--- src/rtl/krazace_pkg.sv ---
// Shared encodings and pattern helpers for the krazace running-light sequencer.
package krazace_pkg;

    localparam logic [1:0] MODE_STOP   = 2'd0;
    localparam logic [1:0] MODE_LEFT   = 2'd1;
    localparam logic [1:0] MODE_RIGHT  = 2'd2;
    localparam logic [1:0] MODE_BOUNCE = 2'd3;

    localparam logic [2:0] SPEED_MAX  = 3'd7;
    localparam logic [2:0] SPEED_MIN  = 3'd0;
    localparam logic [3:0] PAT_INIT   = 4'b0001;

    typedef enum logic {
        DirUp   = 1'b0,
        DirDown = 1'b1
    } dir_e;

    function automatic logic [3:0] rot_left(input logic [3:0] v);
        return {v[2:0], v[3]};
    endfunction

    function automatic logic [3:0] rot_right(input logic [3:0] v);
        return {v[0], v[3:1]};
    endfunction

endpackage

--- src/rtl/EDGE_DET.sv ---
// Rising-edge detector for an already-synchronised level input.
module EDGE_DET (
    input  logic CLK,
    input  logic CLR,
    input  logic D,
    output logic RISE
);

    logic prev_q;
    logic prev_d;

    always_comb begin
        prev_d = D;
        RISE   = D & ~prev_q;
    end

    // Previous sample resets high so a button held through reset yields no edge.
    always_ff @(posedge CLK) begin
        if (CLR) begin
            prev_q <= 1'b1;
        end else begin
            prev_q <= prev_d;
        end
    end

endmodule

--- src/rtl/krazace_seq.sv ---
// Running-light sequencer: button-driven mode/speed control, CE-gated prescaler, 4-bit pattern.
module krazace_seq
    import krazace_pkg::*;
#(
    parameter int unsigned BITS_NUM = 27,
    parameter int unsigned MOD_BASE = 100000
) (
    input  logic       CLK,
    input  logic       CLR,
    input  logic       CE,
    input  logic       BTN_MODE,
    input  logic       BTN_FAST,
    input  logic       BTN_SLOW,
    output logic [3:0] Q,
    output logic [1:0] MODE,
    output logic [2:0] SPEED,
    output logic       TICK
);

    logic mode_rise;
    logic fast_rise;
    logic slow_rise;

    EDGE_DET u_edge_mode (
        .CLK  (CLK),
        .CLR  (CLR),
        .D    (BTN_MODE),
        .RISE (mode_rise)
    );

    EDGE_DET u_edge_fast (
        .CLK  (CLK),
        .CLR  (CLR),
        .D    (BTN_FAST),
        .RISE (fast_rise)
    );

    EDGE_DET u_edge_slow (
        .CLK  (CLK),
        .CLR  (CLR),
        .D    (BTN_SLOW),
        .RISE (slow_rise)
    );

    logic [BITS_NUM-1:0] cnt_q, cnt_d;
    logic [3:0]          q_q, q_d;
    logic [1:0]          mode_q, mode_d;
    logic [2:0]          speed_q, speed_d;
    logic                tick_q, tick_d;
    dir_e                dir_q, dir_d;

    logic [31:0]         period;
    logic [BITS_NUM-1:0] term_cnt;

    // Terminal count uses the current speed; >= keeps a mid-period speed-up from overshooting.
    always_comb begin
        period   = MOD_BASE * (32'd8 - 32'(speed_q));
        term_cnt = BITS_NUM'(period - 32'd1);
    end

    always_comb begin
        speed_d = speed_q;
        if (fast_rise && !slow_rise && speed_q != SPEED_MAX) begin
            speed_d = speed_q + 3'd1;
        end else if (slow_rise && !fast_rise && speed_q != SPEED_MIN) begin
            speed_d = speed_q - 3'd1;
        end
        mode_d = mode_rise ? mode_q + 2'd1 : mode_q;
    end

    always_comb begin
        cnt_d  = cnt_q;
        q_d    = q_q;
        dir_d  = dir_q;
        tick_d = 1'b0;
        if (mode_rise) begin
            // A mode change restarts the pattern and swallows any coincident step.
            cnt_d = '0;
            q_d   = PAT_INIT;
            dir_d = DirUp;
        end else if (mode_q == MODE_STOP) begin
            cnt_d = '0;
        end else if (CE) begin
            if (cnt_q >= term_cnt) begin
                cnt_d  = '0;
                tick_d = 1'b1;
                unique case (mode_q)
                    MODE_LEFT:  q_d = rot_left(q_q);
                    MODE_RIGHT: q_d = rot_right(q_q);
                    MODE_BOUNCE: begin
                        if (dir_q == DirUp) begin
                            q_d = q_q << 1;
                            if (q_q[2]) begin
                                dir_d = DirDown;
                            end
                        end else begin
                            q_d = q_q >> 1;
                            if (q_q[1]) begin
                                dir_d = DirUp;
                            end
                        end
                    end
                    default: q_d = q_q;
                endcase
            end else begin
                cnt_d = cnt_q + BITS_NUM'(1);
            end
        end
    end

    always_ff @(posedge CLK) begin
        if (CLR) begin
            cnt_q   <= '0;
            q_q     <= PAT_INIT;
            mode_q  <= MODE_STOP;
            speed_q <= SPEED_MIN;
            tick_q  <= 1'b0;
            dir_q   <= DirUp;
        end else begin
            cnt_q   <= cnt_d;
            q_q     <= q_d;
            mode_q  <= mode_d;
            speed_q <= speed_d;
            tick_q  <= tick_d;
            dir_q   <= dir_d;
        end
    end

    always_comb begin
        Q     = q_q;
        MODE  = mode_q;
        SPEED = speed_q;
        TICK  = tick_q;
    end

endmodule

--- config.mk ---
export PLATFORM = sky130hd
export DESIGN_NAME = krazace_seq
export DESIGN_NICKNAME = d
export VERILOG_FILES = /design/src/rtl/krazace_pkg.sv /design/src/rtl/EDGE_DET.sv /design/src/rtl/krazace_seq.sv
export SDC_FILE = /design/constraint.sdc
export NUM_CORES = 1
export LEC_CHECK = 0
export ABC_CLOCK_PERIOD_IN_PS = 6900
export CAP_MARGIN = 20
export CORE_UTILIZATION = 57
export DETAILED_ROUTE_END_ITERATION = 8
export PLACE_DENSITY_LB_ADDON = 0.08
export SLEW_MARGIN = 25
export SYNTH_ARGS = -nofsm -noshare
export SYNTH_HDL_FRONTEND = slang
export SYNTH_SLANG_ARGS = --single-unit
--- constraint.sdc ---
create_clock -name CLK -period 6.9 [get_ports CLK]
set_clock_uncertainty 0.2 [all_clocks]
set_input_delay 0.69 -clock CLK [delete_from_list [all_inputs] [get_ports CLK]]
set_output_delay 0.69 -clock CLK [all_outputs]
set_load 0.01 [all_outputs]
==> summary.txt <==
Clocking
  – CTS max path bufs: 2
  – Worst-Skew Late Latency: 0.30 ns
  – Clk root buf: clkbuf_8
  – Hold Buf Count CTS: 0
  – Total CTS buffers: 5
  – CTS tree: built
  – CTS resizes: 0
  – Clk sink count: 41
  – Post-CTS Setup Inserts: 0
  – H-tree depth: 2
  – Clock Pin Slew Worst Setup and Hold Paths: 0.09 ns

Worst hold path
  – Hold Path Depth: 2
  – HP Start: Q[3]
  – Worst Hold Class: reg -> reg

Power and ir drop
  – Internal power: 483 uW
  – Power Density: around 200 nW/um^2
  – Switching share of power: 0.402
  – Worst VDD drop: about 0.14 mV
  – Clock share of power: 0.194
  – Net Sw Power: ~330 uW
  – Comb power frac: 0.507
  – Leakage: 1.53 nW
  – Flop pwr share: 0.300

Routing
  – DRT iter0 DRCs: 95
  – DR vias: 2952
  – First-pass DRT Iterations: 4
  – Vias per cell: 5.88
  – WL per Instance: 14.5 um
  – DR DRC count: 0
  – Post-Route WL: 7270 um
  – Final antenna-violating net count: 0

Worst setup path
  – Worst setup SP type: flop
  – Worst path most repeated cell: ha_1
  – Crit end category: flop
  – Max stage delay cell, worst path: fa_2
  – Worst R2R Start: SPEED[1]
  – CP top delay family: compound AO/OA/AOI/OAI gates
  – Critical Setup Path Class: reg -> reg
  – Bufs and invs on worst path: 2
  – Critical Path RT: 6.92 ns
  – CP max FO: 17
  – Worst Path Arrival: 6.45 ns
  – CP startpoint: SPEED[1]
  – Critical path depth: 22
  – CP max stage delay: 0.64 ns
  – Crit path cell chain: inv_1, ha_1, ha_2, xor2_1, ha_1, ha_1, ha_1, fa_2, nand2_1, o31ai_4, a22oi_2, o31a_1, o41a_1, a211oi_1, ha_1, and2_0, a221o_1, a221oi_2, o21ai_2, o21a_2, buf_6, nor3_1
  – R2r worst-path depth: 22

Logic synthesis
  – Mapped Cells: 411
  – Ys async rst share: 0
  – Top cells by area, synth: dfxtp_1 23%, ha_1 18%, xnor2_1 8.0%, xor2_1 4.6%, nor3_1 3.6%
  – Yosys warning total: 0
  – Post-synthesis register bit count: 41
  – Sequential-to-total area share from yosys stat: 0.227
  – Synthesized Nets: about 470
  – Post-synthesis cell type count: slightly below 60
  – Post-synth top area share: 0.227
  – Yosys top cell by area: dfxtp_1
  – EDFF count, synth: 0
  – Syn Std Cell Area: 3620 sq um
  – Syn Area/Cell: 8.80 sq um
  – Main flop type after synthesis: dfxtp_1

Die
  – Num ports: 16
  – Initial Util: 0.600
  – Die width: 81.7 um
  – CORE AREA: 6030 sq um
  – Die ar.: around 6700 sq um
  – Die height: 81.7 um
  – Row count: 28

STA
  – Endpoints failing setup: 0
  – Slew HR: 0.598
  – Hold WS: 0.309 ns
  – Setup TNS: 0 ns
  – Final period util: 0.933
  – Worst-Margin Slew: ~0.6 ns
  – Highest Clock Rate: 0.155 GHz
  – RSZ-0062 raised after global routing: no
  – Fin. Hold Viols: 0
  – Fin crit period: 6.44 ns
  – Final WS setup: 0.462 ns
  – Max Slew Vio Count: 0

Finish
  – Commonest non-fill, non-tap cell in the layout: ha_1
  – Multi-input gate area: 2690 sq um
  – Register area: 822 sq um
  – Most frequent cells in the layout: 50 x ha_1, 40 x dfxtp_1, 32 x nor2_1, 32 x xnor2_1, 29 x nand2_1
  – Final nets: 487
  – Number of diodes: 0
  – Layout cells sized above 1: 0.108
  – Layout overhead on the synthesized area: 9.30%
  – # fillers: 524
  – Design area: 3950 sq um

Placement
  – Port Buffers: 15
  – GPL Wtd Cong: 0.864
  – DP Area: 3830 sq um
  – Pre-CTS setup slack: 0.0857 ns
  – HPWL after DPL: about 5700 um

Global routing
  – Largest net degree at the start of global routing: 27
  – Initial antenna violation count: 0
  – Vias in the first global route: 2755
  – GRT Util Overall: 0.238
  – First-pass GRT wire length: 12300 um
  – GRT Residual Overflow: 0

Run status
  – Status: finished, final reports clean

Job
  – Max-cap violation count: 0
==> cell families after synthesis <==
kind of cell / count (synthesis) / synth area share
multiplexers: 8 / 0.0221
adder cells (fa/ha/maj): 55 / 0.199
flip-flops: 41 / 0.227
buffers and inverters: 28 / 0.0336
AO/OA/AOI/OAI: 56 / 0.126
AND/OR/NAND/NOR: 170 / 0.259
XOR/XNOR: 53 / 0.134
==> state kept, by name, summed over array words and instances (netlist names) <==
| signal | flops |
|---|---|
| u_edge_fast.prev_q | 1 |
| TICK | 1 |
| Q | 4 |
| MODE | 2 |
| SPEED | 3 |
| u_edge_slow.prev_q | 1 |
| cnt_q | 27 |
| dir_q | 1 |
| u_edge_mode.prev_q | 1 |
==> cell type report <==
| cell class | instances | share of cell area |
|---|---|---|
| Sequential cell | 41 | 0.208 |
| Clock inverter | 3 | 0.00443 |
| Tap cell | 75 | 0.0237 |
| Inverter | 15 | 0.0142 |
| Clock buffer | 5 | 0.0174 |
| Multi-Input combinational cell | 342 | 0.680 |
| Timing Repair Buffer | 21 | 0.0522 |
==> tightest hold or removal path, delay by kind of cell (launching register included) <==
kind	cells	cell delay [ns]
flops	1	0.34
mux	1	0.06
simple gates	1	0.07
==> Yosys cell counts (4+ instances only) <==
cell type	count
nor4_1	5
clkbuf_1	5
dfxtp_1	41
fa_1	4
nor3_2	6
xor2_1	19
nand3_1	16
nand4_1	12
buf_2	4
nand2_1	29
nor2_1	32
o21ai_0	5
inv_1	14
nor2b_1	5
ha_1	51
xnor2_1	33
nor3_1	26
or2_2	5
a21oi_1	14
a21o_1	7
and2_1	7
and4_1	7
mux2i_1	8
or3_1	5
==> power groups by stage <==
| stage | Sequential [mW] | Clock (mW) | Combinational (mW) |
|---|---|---|---|
| after floorplan | 0.249 | 0 | 0.322 |
| after global placement | 0.248 | 0 | 0.396 |
| after detailed placement | 0.248 | 0 | 0.401 |
| after CTS | 0.242 | 0.163 | 0.405 |
| after global routing | 0.243 | 0.174 | 0.457 |
| final | 0.242 | 0.156 | 0.409 |
==> path summary, 6_finish.rpt <==
| check | to | slack [ns] |
|---|---|---|
| worst min-delay path | Q[3] | 0.31 |
| worst max register to register | cnt_q[2] | 0.46 |
| worst min register to register | Q[3] | 0.31 |
| worst max-delay path | cnt_q[2] | 0.46 |
==> layer usage <==
metal  GRT usage  vias to the layer above  wire length [um]
met1       0.310                     1397              3560
li1            -                     1505                 -
met3      0.0478                        7               189
met2       0.412                       43              3470
met5           0                        -                 0
met4      0.0333                        0                44
==> metrics by stage <==
step | total power [mW] | instances | utilization
detailed placement | 0.649 | 492 | 0.635
global route | 0.875 | 502 | 0.656
finish | 0.808 | 502 | 0.656
floorplan | 0.571 | 411 | -
CTS | 0.810 | 500 | 0.649
global placement | 0.643 | 492 | 0.635
(Power assumes the default switching activity.)
